==> src/rtl/uart_pkg.sv <==
// Shared encodings for the UART channel executor: instruction set, TELL selectors,
// FSM state types and the divisor floor.
package uart_pkg;

    typedef enum logic [2:0] {
        INSTR_NOP     = 3'b000,
        INSTR_TELL    = 3'b001,
        INSTR_READ    = 3'b010,
        INSTR_WRITE   = 3'b011,
        INSTR_BAUDSET = 3'b100,
        INSTR_DBG1    = 3'b101,
        INSTR_DBG2    = 3'b110
    } uart_instr_t;

    localparam logic [7:0] TELL_COUNT    = 8'h00;
    localparam logic [7:0] TELL_STATUS   = 8'h01;
    localparam logic [7:0] TELL_OVERRUN  = 8'h02;
    localparam logic [7:0] TELL_FRAMING  = 8'h03;

    typedef enum logic [1:0] {
        ST_IDLE,
        ST_EXEC,
        ST_WAIT_TX,
        ST_WAIT_RX
    } cmd_state_t;

    typedef enum logic [1:0] {
        TX_IDLE,
        TX_START,
        TX_DATA,
        TX_STOP
    } tx_state_t;

    typedef enum logic [1:0] {
        RX_IDLE,
        RX_START,
        RX_DATA,
        RX_STOP
    } rx_state_t;

    localparam int UART_MIN_DIVISOR = 4;

    function automatic logic [15:0] clamp_divisor(input logic [15:0] value,
                                                  input logic [15:0] floor_val);
        return (value < floor_val) ? floor_val : value;
    endfunction

endpackage

==> src/rtl/uart_rx_fifo.sv <==
// Synchronous RX byte FIFO; a pop in the same cycle lets a push land even when full.
module uart_rx_fifo #(
    parameter int DEPTH = 8,
    parameter int WIDTH = 8
) (
    input  logic                     clk,
    input  logic                     rst,
    input  logic                     push,
    input  logic [WIDTH-1:0]         push_data,
    input  logic                     pop,
    output logic [WIDTH-1:0]         pop_data,
    output logic [$clog2(DEPTH):0]   count,
    output logic                     full,
    output logic                     empty
);
    localparam int AW = $clog2(DEPTH);
    localparam logic [AW:0] DEPTH_CNT = (AW+1)'(DEPTH);

    logic [WIDTH-1:0] mem [DEPTH];
    logic [AW-1:0]    wr_ptr;
    logic [AW-1:0]    rd_ptr;
    logic             do_push;
    logic             do_pop;

    assign empty    = (count == '0);
    assign full     = (count == DEPTH_CNT);
    assign do_pop   = pop & ~empty;
    assign do_push  = push & (~full | do_pop);
    assign pop_data = mem[rd_ptr];

    always_ff @(posedge clk) begin
        if (rst) begin
            wr_ptr <= '0;
            rd_ptr <= '0;
            count  <= '0;
        end else begin
            if (do_push) wr_ptr <= wr_ptr + 1'b1;
            if (do_pop)  rd_ptr <= rd_ptr + 1'b1;
            case ({do_push, do_pop})
                2'b10:   count <= count + 1'b1;
                2'b01:   count <= count - 1'b1;
                default: ;
            endcase
        end
    end

    always_ff @(posedge clk) begin
        if (do_push) mem[wr_ptr] <= push_data;
    end

endmodule

==> src/rtl/uart_channel_exec.sv <==
// Executes decoded UART commands on one physical channel: 8N1 TX/RX, RX FIFO, baud divisor.
//
// state      | meaning
// -----------+--------------------------------------------------------------
// ST_IDLE    | ready for a command; the accept edge performs it if it can
// ST_EXEC    | one cycle; result_valid shown here, or heading to a wait
// ST_WAIT_TX | WRITE waits for TX free, BAUDSET waits for TX and RX idle
// ST_WAIT_RX | READ waits for a byte in the FIFO
module uart_channel_exec
    import uart_pkg::*;
#(
    parameter logic CHANNEL_ID      = 1'b0,
    parameter int   DEFAULT_DIVISOR = 434,
    parameter int   MIN_DIVISOR     = UART_MIN_DIVISOR,
    parameter int   RX_DEPTH        = 8
) (
    input  logic        clk,
    input  logic        rst,
    input  logic        cmd_valid,
    output logic        cmd_ready,
    input  logic        UART_channel,
    input  logic [2:0]  UART_instr,
    input  logic [7:0]  UART_code_value,
    input  logic [31:0] UART_write_value,
    output logic        result_valid,
    output logic [7:0]  result_reg,
    output logic [31:0] result_data,
    output logic        busy,
    output logic        uart_tx,
    input  logic        uart_rx
);
    localparam int CW = $clog2(RX_DEPTH) + 1;

    cmd_state_t  state;
    uart_instr_t cmd_instr;
    logic [7:0]  cmd_code;
    logic [15:0] cmd_value;
    logic        pending;

    logic [15:0] divisor;
    logic [7:0]  overrun_cnt;
    logic [7:0]  framing_cnt;
    logic [15:0] tx_byte_cnt;
    logic [15:0] rx_byte_cnt;

    tx_state_t   tx_state;
    logic [15:0] tx_timer;
    logic [2:0]  tx_bit;
    logic [7:0]  tx_data;

    rx_state_t   rx_state;
    logic [15:0] rx_timer;
    logic [2:0]  rx_bit;
    logic [7:0]  rx_data;
    logic        rx_s1, rx_s2, rx_prev;

    logic [7:0]    fifo_data;
    logic [CW-1:0] fifo_count;
    logic          fifo_full, fifo_empty;

    uart_instr_t act_instr;
    logic [7:0]  act_code;
    logic [15:0] act_value;
    logic        accept, can_do, do_act, has_result;
    logic        tx_can_load, tx_load, baud_load, fifo_pop;
    logic        rx_stop_sample, rx_push, rx_frame_err;
    logic [31:0] res_data;
    logic        unused_write_hi;

    assign unused_write_hi = ^UART_write_value[31:16];

    assign accept         = cmd_valid & cmd_ready & (UART_channel == CHANNEL_ID);
    // Loading on the last stop-bit cycle chains frames with no idle gap.
    assign tx_can_load    = (tx_state == TX_IDLE) | ((tx_state == TX_STOP) & (tx_timer == 16'd0));
    assign rx_stop_sample = (rx_state == RX_STOP) & (rx_timer == 16'd0);
    assign rx_push        = rx_stop_sample & rx_s2;
    assign rx_frame_err   = rx_stop_sample & ~rx_s2;

    always_comb begin
        act_instr = cmd_instr;
        act_code  = cmd_code;
        act_value = cmd_value;
        if (state == ST_IDLE) begin
            act_instr = uart_instr_t'(UART_instr);
            act_code  = UART_code_value;
            act_value = UART_write_value[15:0];
        end

        case (act_instr)
            INSTR_READ:    can_do = ~fifo_empty;
            INSTR_WRITE:   can_do = tx_can_load;
            INSTR_BAUDSET: can_do = (tx_state == TX_IDLE) & (rx_state == RX_IDLE);
            default:       can_do = 1'b1;
        endcase

        do_act = can_do & (accept | (state == ST_WAIT_TX) | (state == ST_WAIT_RX));

        has_result = 1'b0;
        res_data   = 32'd0;
        case (act_instr)
            INSTR_TELL: begin
                has_result = 1'b1;
                case (act_code)
                    TELL_COUNT:   res_data = 32'(fifo_count);
                    TELL_STATUS:  res_data = {29'd0, tx_state != TX_IDLE, fifo_full, fifo_empty};
                    TELL_OVERRUN: res_data = {24'd0, overrun_cnt};
                    TELL_FRAMING: res_data = {24'd0, framing_cnt};
                    default:      res_data = 32'd0;
                endcase
            end
            INSTR_READ: begin
                has_result = 1'b1;
                res_data   = {24'd0, fifo_data};
            end
            INSTR_DBG1: begin
                has_result = 1'b1;
                res_data   = {16'd0, divisor};
            end
            INSTR_DBG2: begin
                has_result = 1'b1;
                res_data   = {tx_byte_cnt, rx_byte_cnt};
            end
            default: ;
        endcase
    end

    assign fifo_pop  = do_act & (act_instr == INSTR_READ);
    assign tx_load   = do_act & (act_instr == INSTR_WRITE);
    assign baud_load = do_act & (act_instr == INSTR_BAUDSET);

    uart_rx_fifo #(
        .DEPTH (RX_DEPTH),
        .WIDTH (8)
    ) u_rx_fifo (
        .clk       (clk),
        .rst       (rst),
        .push      (rx_push),
        .push_data (rx_data),
        .pop       (fifo_pop),
        .pop_data  (fifo_data),
        .count     (fifo_count),
        .full      (fifo_full),
        .empty     (fifo_empty)
    );

    always_ff @(posedge clk) begin
        if (rst) begin
            state        <= ST_IDLE;
            cmd_ready    <= 1'b1;
            busy         <= 1'b0;
            result_valid <= 1'b0;
            result_reg   <= 8'd0;
            result_data  <= 32'd0;
            pending      <= 1'b0;
            cmd_instr    <= INSTR_NOP;
            cmd_code     <= 8'd0;
            cmd_value    <= 16'd0;
        end else begin
            result_valid <= 1'b0;
            if (do_act & has_result) begin
                result_valid <= 1'b1;
                result_reg   <= act_code;
                result_data  <= res_data;
            end
            case (state)
                ST_IDLE: begin
                    if (accept) begin
                        state     <= ST_EXEC;
                        cmd_ready <= 1'b0;
                        busy      <= 1'b1;
                        pending   <= ~can_do;
                        cmd_instr <= act_instr;
                        cmd_code  <= act_code;
                        cmd_value <= act_value;
                    end
                end
                ST_EXEC: begin
                    if (pending) begin
                        state <= (cmd_instr == INSTR_READ) ? ST_WAIT_RX : ST_WAIT_TX;
                    end else begin
                        state     <= ST_IDLE;
                        cmd_ready <= 1'b1;
                        busy      <= 1'b0;
                    end
                end
                ST_WAIT_TX, ST_WAIT_RX: begin
                    if (can_do) begin
                        state   <= ST_EXEC;
                        pending <= 1'b0;
                    end
                end
                default: state <= ST_IDLE;
            endcase
        end
    end

    always_ff @(posedge clk) begin
        if (rst) begin
            divisor     <= 16'(DEFAULT_DIVISOR);
            overrun_cnt <= 8'd0;
            framing_cnt <= 8'd0;
            tx_byte_cnt <= 16'd0;
            rx_byte_cnt <= 16'd0;
        end else begin
            if (baud_load) divisor <= clamp_divisor(act_value, 16'(MIN_DIVISOR));
            if (tx_load)   tx_byte_cnt <= tx_byte_cnt + 16'd1;
            if (rx_push)   rx_byte_cnt <= rx_byte_cnt + 16'd1;
            if (rx_push & fifo_full & ~fifo_pop & (overrun_cnt != 8'hFF))
                overrun_cnt <= overrun_cnt + 8'd1;
            if (rx_frame_err & (framing_cnt != 8'hFF))
                framing_cnt <= framing_cnt + 8'd1;
        end
    end

    // TX serializer: each bit held for divisor cycles by a down-counter.
    always_ff @(posedge clk) begin
        if (rst) begin
            tx_state <= TX_IDLE;
            uart_tx  <= 1'b1;
            tx_timer <= 16'd0;
            tx_bit   <= 3'd0;
            tx_data  <= 8'd0;
        end else begin
            if (tx_timer != 16'd0) tx_timer <= tx_timer - 16'd1;
            case (tx_state)
                TX_IDLE, TX_STOP: begin
                    if (tx_load) begin
                        tx_state <= TX_START;
                        uart_tx  <= 1'b0;
                        tx_data  <= act_value[7:0];
                        tx_timer <= divisor - 16'd1;
                    end else if (tx_state == TX_STOP && tx_timer == 16'd0) begin
                        tx_state <= TX_IDLE;
                    end
                end
                TX_START: begin
                    if (tx_timer == 16'd0) begin
                        tx_state <= TX_DATA;
                        uart_tx  <= tx_data[0];
                        tx_bit   <= 3'd0;
                        tx_timer <= divisor - 16'd1;
                    end
                end
                TX_DATA: begin
                    if (tx_timer == 16'd0) begin
                        tx_timer <= divisor - 16'd1;
                        if (tx_bit == 3'd7) begin
                            tx_state <= TX_STOP;
                            uart_tx  <= 1'b1;
                        end else begin
                            tx_bit  <= tx_bit + 3'd1;
                            uart_tx <= tx_data[tx_bit + 3'd1];
                        end
                    end
                end
                default: tx_state <= TX_IDLE;
            endcase
        end
    end

    // RX deserializer: samples mid-bit, starting half a bit after the falling edge.
    always_ff @(posedge clk) begin
        if (rst) begin
            rx_s1    <= 1'b1;
            rx_s2    <= 1'b1;
            rx_prev  <= 1'b1;
            rx_state <= RX_IDLE;
            rx_timer <= 16'd0;
            rx_bit   <= 3'd0;
            rx_data  <= 8'd0;
        end else begin
            rx_s1   <= uart_rx;
            rx_s2   <= rx_s1;
            rx_prev <= rx_s2;
            if (rx_timer != 16'd0) rx_timer <= rx_timer - 16'd1;
            case (rx_state)
                RX_IDLE: begin
                    if (rx_prev & ~rx_s2) begin
                        rx_state <= RX_START;
                        rx_timer <= (divisor >> 1) - 16'd1;
                    end
                end
                RX_START: begin
                    if (rx_timer == 16'd0) begin
                        if (rx_s2) begin
                            rx_state <= RX_IDLE;
                        end else begin
                            rx_state <= RX_DATA;
                            rx_bit   <= 3'd0;
                            rx_timer <= divisor - 16'd1;
                        end
                    end
                end
                RX_DATA: begin
                    if (rx_timer == 16'd0) begin
                        rx_data[rx_bit] <= rx_s2;
                        rx_timer        <= divisor - 16'd1;
                        if (rx_bit == 3'd7) rx_state <= RX_STOP;
                        else                rx_bit   <= rx_bit + 3'd1;
                    end
                end
                RX_STOP: begin
                    if (rx_timer == 16'd0) rx_state <= RX_IDLE;
                end
                default: rx_state <= RX_IDLE;
            endcase
        end
    end

endmodule

==> config.mk <==
export PLATFORM = sky130hd
export DESIGN_NAME = uart_channel_exec
export DESIGN_NICKNAME = d
export VERILOG_FILES = /design/src/rtl/uart_pkg.sv /design/src/rtl/uart_rx_fifo.sv /design/src/rtl/uart_channel_exec.sv
export SDC_FILE = /design/constraint.sdc
export NUM_CORES = 1
export LEC_CHECK = 0
export CORE_MARGIN = 4
export CORE_UTILIZATION = 40
export DETAILED_ROUTE_END_ITERATION = 6
export DONT_BUFFER_PORTS = 1
export PLACE_DENSITY_LB_ADDON = 0.12
export SLEW_MARGIN = 20
export SYNTH_ARGS = -nofsm -noshare
export SYNTH_HDL_FRONTEND = slang
export SYNTH_HIERARCHICAL = 1
export SYNTH_SLANG_ARGS = --single-unit
==> constraint.sdc <==
create_clock -name clk -period 6.31 [get_ports clk]
set_clock_uncertainty 0.2 [all_clocks]
set_input_delay 0.631 -clock clk [delete_from_list [all_inputs] [get_ports clk]]
set_output_delay 0.631 -clock clk [all_outputs]
set_load 0.1 [all_outputs]
==> impl_metrics.ini <==
[outcome]
outcome = completed

[power_and_ir_drop]
p_sw_w = 0.00156
clockPowerShare_pct = 33.3
p_int_w = 0.00325
combinationalPowerShare_pct = 21.3
vdd_drop_max_uv = 239
power.density_nw_per_um2 = 324
pwr-share-seq_pct = 45.4
p_sw_share_pct = 32.4
p_leak_nw = 5.12

[worst_setup_path]
critical_path.max_fanout = 13
cp-end-kind = flip-flop
required_ps = 6590
cp.arrival_ps = 5000
start_kind = flip-flop
crit_type = flip-flop to flip-flop

[clocking]
cts_sinks = 276
cts_tree = done
cts-root-buf = clkbuf_16
cts.clk_slew.worst_paths_ps = 60
postCtsSetupRepairBufs = 0
postCtsResizedCells = 0
cts_buffers = 30
clock_path_buffers = 3
worstSkewPairLatency_ps = 560
cts_max_level = 1

[synthesis]
ys_types = 85
synth_nets = 1510
yosys.area_share.simple_pct = 21.7
synth_edf_count = 64
synth-xor-area-share_pct = 4.89
synth_top_family_by_area = simple AND/OR/NAND/NOR gates
synth_top_cell_area_share_pct = 31.6
yosysWarnings = 6
synthTopCellsByCount = dfxtp_1, nand2_1, nor2_1, a21oi_1, clkbuf_1
synth-seq-cells = 276
syn-cell-area_um2 = 13400
seq_area_frac_synth_pct = 45.9
synthesis.instances = 1434
synthMuxAreaShare_pct = 6.98
yosys_most_used_dff = dfxtp_1
synth_compound_area_share_pct = 14.3
yosysMostFrequentCell = dfxtp_1
yosys-top-cells-area = dfxtp_1, edfxtp_1, nand2_1
syn_avg_cell_area_um2 = 9.37
synth_fa_ha_area_share_pct = 2.61
synthArstFlopShare_pct = 0
synth_largest_area_cell = dfxtp_1

[finish]
drive_above_1_share_pct = 9.55
antenna_cells = 0
area_delta_synth_final_pct = 10.6
top_register = u_rx_fifo/mem
reg.largest.list = u_rx_fifo/mem: 64 flops, result_data: 32 flops
finalInstanceArea_um2 = 14900
num-fill-cells = 3251
largest_reg_flops = 64
nets = 1492

[timing]
drv_slew = 0
rsz0062_at_grt = false
max_freq_mhz = 212
hold_viol_final = 0
relSlewSlack_pct = 29.8
final.period_utilization_pct = 74.8
period_needed_ps = 4720
setup_violations = 0
worst_slew_pin_slew_ps = 1050
setup-tns-final_ps = 0
timing.final.ws_setup_ps = 1590

[grt]
track_usage_pct = 19.6
grt_pass1_wl_mm = 57.6
use_met3_pct = 3.54
grtUsageMet1_pct = 29.0
grt_antenna_before_repair = 0
globalRouteOverflowTotal = 0
grt_max_degree = 184
grt_busiest_layer = met2
grt_pass1_vias = 10070
globalRouteMet2Util_pct = 30.3

[floorplanning]
rows = 66
start_util_pct = 40.9
die-area_um2 = 36600
fp.dieW_um = 191
die_h_um = 191
io_pins = 92
core_um2 = 32900

[placement]
place_congestion = 0.804
port_buffers = 0
place_area_um2 = 13700
dp_slack_ps = 1570
dpl.hpwl_mm = 24.8

[route]
vias = 10472
viasPerCell = 5.58
drc_errors = 0
drt.antenna.violating_nets = 0
wirelength_mm = 35.9
dr.pass1.iters = 5
wire_per_inst_um = 19.1
drtIter0Drc = 812

[flow_run]
max_cap_viol_count = 0

[hold_path]
hp-class = input pin to flip-flop
## routing by layer
metal	share of wire (%)	wire (um)
met4	1.7	614
met5	0	0
met3	5.5	1970
met2	44	15800
met1	49	17400
## power groups by stage
stage                     registers, W  logic [W]  clock network (W)
after floorplan                0.00218   0.000824                  0
after global placement         0.00222   0.000986                  0
after detailed placement       0.00222   0.000991                  0
after CTS                      0.00218    0.00103            0.00165
after global routing           0.00220    0.00115            0.00172
final                          0.00218    0.00103            0.00160
## cell usage in the layout, fill, tap and decap left out, types with 10 or more instances in the layout
master,netlist,layout
a211oi_1,34,34
mux4_2,18,18
a311oi_1,20,20
nand2b_1,11,11
nand2_1,173,173
and3_1,12,12
nor3_1,32,32
clkbuf_16,0,30
o21ai_0,36,36
mux2i_1,27,27
a221oi_1,15,15
dfxtp_1,212,212
a21oi_1,90,90
edfxtp_1,64,64
dlygate4sd3_1,0,21
a22oi_1,11,11
nor4_1,23,23
ha_1,28,28
xor2_1,40,40
nor2_1,165,164
buf_4,4,17
nand3_1,63,63
nand4_1,14,14
mux2_2,22,22
inv_1,26,26
or3_1,16,16
o211ai_1,10,10
xnor2_1,35,35
## cells by family (layout without fill, tap and decap cells)
group | Yosys count | count (layout)
AO/OA/AOI/OAI | 282 | 282
flip-flops | 276 | 276
XOR/XNOR | 75 | 75
AND/OR/NAND/NOR | 590 | 590
buffers and inverters | 115 | 115
multiplexers | 68 | 68
adder cells (fa/ha/maj) | 28 | 28
## final timing paths
path | startpoint | cells after the start | slack (ps) | endpoint
setup / recovery | state[0] | 15 | 1590 | u_rx_fifo/count[2]
hold / removal | UART_code_value[5] | 2 | 30 | result_reg[5]
setup reg to reg | state[0] | 15 | 1590 | u_rx_fifo/count[2]
hold reg to reg | rx_s1 | 1 | 210 | rx_s2
## area by class of cell
cell class	instances	area, um^2	area share [%]
clock buffer	42	836	5.62
clock inverter	8	51.3	0.345
inverter	26	97.6	0.657
multi-input combinational	1043	6800	45.7
sequential	276	6170	41.5
tap	442	553	3.72
timing repair buffer	39	365	2.46
## per-stage QoR
stage               total power (W)  hold WS [ps]  util (%)  std cells
floorplan                   0.00300           189         -       1434
global placement            0.00320           200      41.8       1804
detailed placement          0.00321           195      41.8       1804
CTS                         0.00486          1.97      45.2       1876
global route                0.00508          20.2      45.2       1876
finish                      0.00481          26.9      45.2       1876
## worst max-delay path, stage by stage, from the launching register on
cell      delay (ps)
dfxtp_1          410
nor2_2           220
mux2i_1          380
ha_1             510
nor2b_1          190
a211oi_1          50
mux2_4           320
a211oi_2         670
o41a_1           400
ha_1             300
xor2_1           170
ha_1             160
a21oi_1           50
xor2_1           160
or3_1            310
a21oi_1          130
## what timing repair did
item                                    4_1_cts  5_1_grt
endpoints found under the setup margin        0        0
hold buffers                                 22        0
hold endpoints to repair                    185        0
(Power assumes the default switching activity.)
